[config.mk]
export PLATFORM = sky130hd
export DESIGN_NAME = tl_source_inflight_tracker
export DESIGN_NICKNAME = d
export VERILOG_FILES = /design/src/rtl/tl_source_inflight_tracker.sv
export SDC_FILE = /design/constraint.sdc
export NUM_CORES = 1
export LEC_CHECK = 0
export CAP_MARGIN = 20
export CORE_MARGIN = 4
export CORE_UTILIZATION = 44
export DETAILED_ROUTE_END_ITERATION = 10
export PLACE_DENSITY = 0.77
export SETUP_SLACK_MARGIN = 0.02
export SLEW_MARGIN = 5
export SYNTH_ARGS = -nofsm -noshare
export SYNTH_HDL_FRONTEND = slang
export SYNTH_SLANG_ARGS = --single-unit
[constraint.sdc]
create_clock -name clock -period 1.4 [get_ports clock]
set_clock_uncertainty 0.1 [all_clocks]
set_input_delay 0.21 -clock clock [delete_from_list [all_inputs] [get_ports clock]]
set_output_delay 0.21 -clock clock [all_outputs]
set_load 0.05 [all_outputs]
[src/rtl/tl_source_inflight_tracker.sv]
// Per-source in-flight tracker for a TileLink edge: A/D matching, source reuse and watchdog checks.
// Optional per-source opcode check is compiled in with `define TL_TRACKER_OPCODE_CHECK_EN.
module tl_source_inflight_tracker #(
  parameter int SRC_W   = 4,
  parameter int TIMEOUT = 1024,
  parameter int WD_W    = 11
) (
  input  logic                    clock,
  input  logic                    reset,
  input  logic                    a_fire,
  input  logic                    a_first,
  input  logic [SRC_W-1:0]        a_source,
  input  logic [2:0]              a_opcode,
  input  logic                    d_fire,
  input  logic                    d_first,
  input  logic                    d_last,
  input  logic [SRC_W-1:0]        d_source,
  input  logic [2:0]              d_opcode,
  output logic                    chk_a_valid,
  output logic                    chk_a_ok,
  output logic                    chk_d_valid,
  output logic                    chk_d_ok,
  output logic                    chk_op_valid,
  output logic                    chk_op_ok,
  output logic                    chk_wd_valid,
  output logic                    chk_wd_ok,
  output logic [(1<<SRC_W)-1:0]   inflight,
  output logic                    idle
);

  localparam int NUM_SRC = 1 << SRC_W;

  logic [NUM_SRC-1:0] r_inflight;
  logic [NUM_SRC-1:0] w_a_set;
  logic [NUM_SRC-1:0] w_d_clr;
  logic               w_a_evt;
  logic               w_d_evt;
  logic               w_d_end;
  logic               w_a_ok;
  logic               w_d_hit;
  logic               w_wd_expire;

  logic r_chk_a_valid, r_chk_a_ok;
  logic r_chk_d_valid, r_chk_d_ok;
  logic r_chk_wd_valid, r_chk_wd_ok;

  assign w_a_evt = a_fire & a_first;
  assign w_d_evt = d_fire & d_first;
  assign w_d_end = d_fire & d_last;

  always_comb begin
    w_a_set = '0;
    w_d_clr = '0;
    if (w_a_evt) w_a_set[a_source] = 1'b1;
    if (w_d_end) w_d_clr[d_source] = 1'b1;
  end

  // A response retiring the same source in this cycle makes the reuse legal.
  assign w_a_ok  = ~r_inflight[a_source] | (w_d_end & (d_source == a_source));
  assign w_d_hit = r_inflight[d_source];

  // NOTE: all sequential state uses non-blocking assignments so every flop samples pre-edge values.
  always_ff @(posedge clock or posedge reset) begin
    if (reset) begin
      r_inflight     <= '0;
      r_chk_a_valid  <= 1'b0;
      r_chk_a_ok     <= 1'b1;
      r_chk_d_valid  <= 1'b0;
      r_chk_d_ok     <= 1'b1;
      r_chk_wd_valid <= 1'b0;
      r_chk_wd_ok    <= 1'b1;
    end else begin
      r_inflight     <= (r_inflight & ~w_d_clr) | w_a_set;
      r_chk_a_valid  <= w_a_evt;
      r_chk_a_ok     <= ~w_a_evt | w_a_ok;
      r_chk_d_valid  <= w_d_evt;
      r_chk_d_ok     <= ~w_d_evt | w_d_hit;
      r_chk_wd_valid <= w_wd_expire;
      r_chk_wd_ok    <= ~w_wd_expire;
    end
  end

  generate
    if (TIMEOUT == 0) begin : g_no_wd
      assign w_wd_expire = 1'b0;
    end else begin : g_wd
      logic [WD_W-1:0] r_wd_cnt;
      logic            w_wd_inc;

      assign w_wd_inc    = (|r_inflight) & ~a_fire & ~d_fire;
      assign w_wd_expire = w_wd_inc & (r_wd_cnt == WD_W'(TIMEOUT - 1));

      always_ff @(posedge clock or posedge reset) begin
        if (reset) begin
          r_wd_cnt <= '0;
        end else if (!w_wd_inc || w_wd_expire) begin
          r_wd_cnt <= '0;
        end else begin
          r_wd_cnt <= r_wd_cnt + 1'b1;
        end
      end
    end
  endgenerate

`ifdef TL_TRACKER_OPCODE_CHECK_EN
  logic [2:0] r_op_ram [NUM_SRC];
  logic       r_chk_op_valid, r_chk_op_ok;
  logic       w_op_match;

  function automatic logic f_op_match(input logic [2:0] a_op, input logic [2:0] d_op);
    logic ok;
    ok = 1'b0;
    case (a_op)
      3'd0, 3'd1: ok = (d_op == 3'd0);
      3'd2, 3'd3: ok = (d_op == 3'd1);
      3'd4:       ok = (d_op == 3'd1);
      3'd5:       ok = (d_op == 3'd2);
      default:    ok = (d_op == 3'd4) || (d_op == 3'd5);
    endcase
    return ok;
  endfunction

  // NOTE: the opcode RAM has no reset; an entry is only read while its inflight bit, which is reset, is set.
  always_ff @(posedge clock) begin
    if (w_a_evt) r_op_ram[a_source] <= a_opcode;
  end

  // Unmatched D already fails the D check, so the opcode check stays quiet for it.
  assign w_op_match = ~w_d_hit | f_op_match(r_op_ram[d_source], d_opcode);

  always_ff @(posedge clock or posedge reset) begin
    if (reset) begin
      r_chk_op_valid <= 1'b0;
      r_chk_op_ok    <= 1'b1;
    end else begin
      r_chk_op_valid <= w_d_evt;
      r_chk_op_ok    <= ~w_d_evt | w_op_match;
    end
  end

  assign chk_op_valid = r_chk_op_valid;
  assign chk_op_ok    = r_chk_op_ok;
`else
  logic w_unused_opcodes;
  assign w_unused_opcodes = ^{a_opcode, d_opcode};
  assign chk_op_valid     = 1'b0;
  assign chk_op_ok        = 1'b1;
`endif

  assign chk_a_valid  = r_chk_a_valid;
  assign chk_a_ok     = r_chk_a_ok;
  assign chk_d_valid  = r_chk_d_valid;
  assign chk_d_ok     = r_chk_d_ok;
  assign chk_wd_valid = r_chk_wd_valid;
  assign chk_wd_ok    = r_chk_wd_ok;
  assign inflight     = r_inflight;
  assign idle         = ~|r_inflight;

endmodule
Yosys cells after proc, flatten, opt, wreduce, memory -nomap -nowiden
Cells that the tools add are included.
{"block": "totals", "ff_bits": 33, "mem_bits_ro": 0, "ram_bits": 0, "input_bits": 21, "latchBits": 0, "mem_count": 0}
{"block": "classes", "n_eq_ne": 2, "shift": 0, "n_addsub": 1, "n_reduce_logical": 6, "n_bitwise": 19, "mux": 11, "n_div": 0, "n_lt_le_gt_ge": 4, "multipliers": 0}
{"op": "two-way mux 16 bit", "n": 2}
{"op": "AND 16 bit", "n": 1}
{"op": "NOT 16 bit", "n": 1}
{"op": "OR 16 bit", "n": 1}
{"op": "OR reduction 16 bit", "n": 1}
{"op": "adder 11 x 1 -> 11 bit (second input constant)", "n": 1}
{"op": "equality test 11 x 10 -> 1 bit (second input constant)", "n": 1}
{"op": "two-way mux 11 bit", "n": 1}
{"op": "less-than comparator 4 x 5 -> 1 bit (second input constant)", "n": 2}
{"op": "binary-select mux 1 bit (select 4 bit)", "n": 2}
{"op": "demux 1 bit (select 4 bit)", "n": 2}
{"op": ">= comparator 4 x 1 -> 1 bit (second input constant)", "n": 2}
{"op": "AND 1 bit", "n": 7}
{"op": "NOT 1 bit", "n": 6}
{"op": "equality test 4 bit", "n": 1}
{"op": "two-way mux 1 bit", "n": 4}
{"op": "OR 1 bit", "n": 3}
{"op": "logical AND 1 bit", "n": 2}
{"op": "zero test 1 bit", "n": 2}
{"op": "logical OR 1 bit", "n": 1}

Depth between registers and ports, before layout
{"block": "logic_depth", "word_depth": 8, "depth_mapped": 5}

Least setup slack after synthesis
No wires, ideal clock.
{"block": "synth_timing", "kind": "register -> register", "from": "register r_inflight[11], in the netlist inflight[11]", "to": "register r_chk_wd_valid, in the netlist chk_wd_valid", "setup_ps": 155, "t_arrival_ps": 1626, "stages_incl_launch_ff": 4, "slack_ps": -481, "t_required_ps": 1145, "path_cell_list": "dfrtp_1 > nor4_1 > and4_1 > nor4_1"}
{"block": "synth_via", "elab_chain_len": 4}
{"item": "from (decl)", "line_no": "33", "source": "logic [NUM_SRC-1:0] r_inflight;"}
{"item": "from (signal assigned)", "line_no": "73", "source": "r_inflight <= (r_inflight & ~w_d_clr) | w_a_set;"}
{"item": "OR reduction 16 bit", "line_no": "90", "source": "assign w_wd_inc = (|r_inflight) & ~a_fire & ~d_fire;"}
{"item": "AND 1 bit (2 in a row)", "line_no": "90"}
{"item": "AND 1 bit", "line_no": "91", "source": "assign w_wd_expire = w_wd_inc & (r_wd_cnt == WD_W'(TIMEOUT - 1));"}
{"item": "via w_wd_expire", "line_no": "41", "source": "logic w_wd_expire;"}
{"item": "to (signal assigned)", "line_no": "78", "source": "r_chk_wd_valid <= w_wd_expire;"}
{"item": "to (decl)", "line_no": "45", "source": "logic r_chk_wd_valid, r_chk_wd_ok;"}
The timed path passes the listed nets, and every way through them passes these cells.

Worst setup path after layout
{"block": "layout_timing", "from": "register r_inflight[14], in the netlist inflight[14]", "to": "output port idle"}
{"block": "layout_via", "elab_chain_len": 2}
{"item": "OR reduction 16 bit", "line_no": "157", "source": "assign idle = ~|r_inflight;"}
{"item": "zero test 1 bit", "line_no": "157"}
{"item": "to (decl)", "line_no": "28", "source": "output logic idle"}
Every way passes these cells.

==> summary.txt <==
Setup path
  • Critical path fanouts, max: 3
  • Worst path max stage delay: around 0.44 ns
  • Reg-to-reg startpoint: inflight[0]
  • CP max-delay cell: dfrtp_2
  • Crit Path Class: reg2out
  • Critical Path Source Type: flip-flop
  • RR Endpoint: g_wd.r_wd_cnt[9]
  • Worst EP arrival: roughly 1.6 ns
  • Critical-path cell list: nor4_2, and4_4, buf_12
  • Cell depth of the worst flop-to-flop path: 8
  • Reg2Reg Setup Slack: -0.35 ns
  • CP Capture Type: primary output
  • Crit-path leading delay family: simple AND/OR/NAND/NOR gates
  • Buf+Inv Stages, Crit Path: 1
  • Worst Path Required: 1.09 ns

Logic synthesis
  • Yosys Warn Count: 0
  • Share of flip-flops with an asynchronous set or reset: 1.00
  • Synthesized area: 1770 um2
  • Seq cells post-synth: 33
  • Share of the synthesized area in the top cell type: 0.424
  • Post-synth top flop: dfrtp_1
  • Most frequent cells after synthesis: o21ai_0, dfrtp_1, nand2_1, nor2_1, nand3_1
  • EDFF count, synth: 0
  • Top cell type by total area after synthesis: dfrtp_1
  • Synth cell types: 34
  • Sequential share of the synthesized area: 0.468
  • Syn_nets: roughly 190
  • Post-Syn Instances: between 150 and 200
  • Syn Area/Cell: 10.3 um2
  • Most common cell in the netlist: o21ai_0
  • Synth top area cells: dfrtp_1, o21ai_0, mux4_1

Layout
  • Fin util: 0.833
  • Final Non-Filler Cells: between 300 and 400
  • Share of cells above drive strength 1: 0.522
  • Filler instances: about 190
  • Layout area overhead: 77.4%
  • Register area: roughly 850 um2
  • Layout Nets: approximately 300
  • Design area: roughly 3100 um2
  • Ant diodes: 0
  • Multi-input gate area: 972 um2

GRT
  • GR Overflow Total: 0
  • Pin count of the biggest net entering global routing: 34
  • Met2 Usage GRT: 0.395
  • First-pass GRT wire length: 9630 um
  • GR Layer Usage met3: 0.0449
  • Initial antenna violation count: 0
  • Layer with the highest usage: met2
  • Vias in the first global route: 1939
  • Met1 Usage GRT: 0.327
  • GRT Total Usage: 0.249

Floorplan
  • Vert. Die Dim: slightly above 70 um
  • Core outline area: between 3000 and 4000 um2
  • Die Width: 71.5 um
  • Site row count: 22
  • Die Area: a little over 5000 um2
  • Starting density of the core: 0.470
  • I/O pins: 46

STA
  • Part of the cycle the worst path needs: 1.34
  • Setup slack after layout: -0.476 ns
  • FMAX: ~530 MHz
  • RSZ-0062 raised after global routing: yes
  • Slew Limit Fails: 0
  • Final min period: 1.88 ns
  • Final Hold Viols: 0
  • Final setup fails: 20

Status
  • Status: finished with violations
  • Failing checks: negative setup slack

Route
  • Routed Antenna Nets: 0
  • Overall via count from detail_route: about 1900
  • Iteration count of the initial detailed-routing pass: 5
  • Routed len/inst: 20.1 um
  • DRC violations left: 0
  • Final WL: between 6000 and 7000 um
  • 1st-iter DRT viols: approximately 190
  • Post-DR vias/cell: between 5 and 6

Power and ir drop
  • P_leak: 1.36 nW
  • Worst vdd ir: roughly 0.85 mV
  • PD cells: between 1000 and 1500 nW/um2
  • Tot Pwr: approximately 4.1 mW

Clock network
  • CTS Hold Buffers Added: 0
  • CTS Sinks: 33
  • Num CTS Buffers: 5
  • # H-tree levels: 2
  • Clock Pin Slew Worst Setup and Hold Paths: 0.07 ns
  • Max clock buf depth: 2
  • Root Buffer: clkbuf_8
  • TritonCTS clock tree: built
  • Clock Latency Late Sink: roughly 0.30 ns

Place
  • Dpl hpwl: ~4200 um
  • I/O Buffers: 37
  • Post-placement cell count: ~300
  • GPL Wtd Cong: approximately 0.92
  • Post-DP Area: 2850 um2
  • Place WS: -0.520 ns

Worst hold path
  • HP Class: in2async

Flow run
  • Maxcap violations: 0
registers in the layout, summed over array words and instances (netlist names):
register / count
chk_a_ok: 1
chk_d_ok: 1
g_wd.r_wd_cnt: 11
chk_a_valid: 1
inflight: 16
chk_wd_valid: 1
chk_wd_ok: 1
chk_d_valid: 1
layout make-up:
class | instances | area share
Timing Repair Buffer | 101 | 0.362
Clock inverter | 2 | 0.0111
Inverter | 4 | 0.00478
Clock buffer | 6 | 0.0231
Sequential cell | 33 | 0.270
Multi-Input combinational cell | 126 | 0.309
Tap cell | 48 | 0.0191
report_power, final:
part	switching [mW]	internal, mW	total, mW
Combinational	0.944	1.02	1.96
Sequential	0.168	1.10	1.27
Clock	0.374	0.528	0.903
Total	1.49	2.65	4.13
how the worst max path moves through the flow:
stage                       from        to  slack [ns]  cells after the start
global placement     d_source[0]  chk_d_ok       -0.45                      4
detailed placement   a_source[0]  chk_a_ok       -0.52                      6
finish              inflight[14]      idle       -0.48                      3
global route         inflight[0]      idle       -0.53                      4
floorplan            inflight[0]      idle       -0.12                      2
CTS                  inflight[0]      idle       -0.46                      4
stage by stage:
step / hold slack, ns / setup TNS (ns)
after floorplan: 0.236 / -1.38
after global placement: 0.411 / -8.42
after detailed placement: 0.428 / -9.45
after CTS: 0.164 / -3.42
after global routing: 0.202 / -6.64
final: 0.151 / -4.86
routing by layer:
metal  vias to the layer above  share of wire
met5                         -              0
met4                         0          0.029
met3                        22          0.083
met2                       124           0.48
met1                       906           0.41
li1                        810              -
cell families (layout without fill, tap and decap cells):
group	after synthesis	count (layout)	share of synthesized area
xor gates and xnor gates	12	12	0.0593
other	2	2	0.00424
adders and majority gates	1	1	0.00706
muxes	12	12	0.133
DFF	33	33	0.468
and+or+nand+nor	63	63	0.182
buffers and inverters	14	113	0.0395
AOI/OAI and AO/OA	35	36	0.107
cells in the final DEF (no fill, tap or decap), types with 7 or more instances in the layout:
master,count
nand2_1,11
o21ai_0,22
buf_6,13
buf_12,24
mux4_2,8
nand3_1,8
dfrtp_1,14
clkdlybuf4s50_1,8
nor2_1,13
buf_4,50
xor2_1,7
dfrtp_2,16
o21ai_1,8
worst register-to-register path, stage by stage, from the launching register on:
cell and delay [ns]:
dfrtp_2 0.42, nor4_4 0.29, buf_4 0.17, buf_4 0.10, buf_4 0.09, a41oi_1 0.10
buf_4 0.20, o21ai_4 0.10, nor2_1 0.08
what timing repair did:
action | in CTS | in global routing
gates resized for setup | 23 | 23
setup buffers | 5 | 8
pin swaps | 4 | 5
endpoints found under the hold margin | 0 | 0
endpoints found under the setup margin | 35 | 32
gates cloned | 1 | 0
Power figures use the tool's default switching activity.
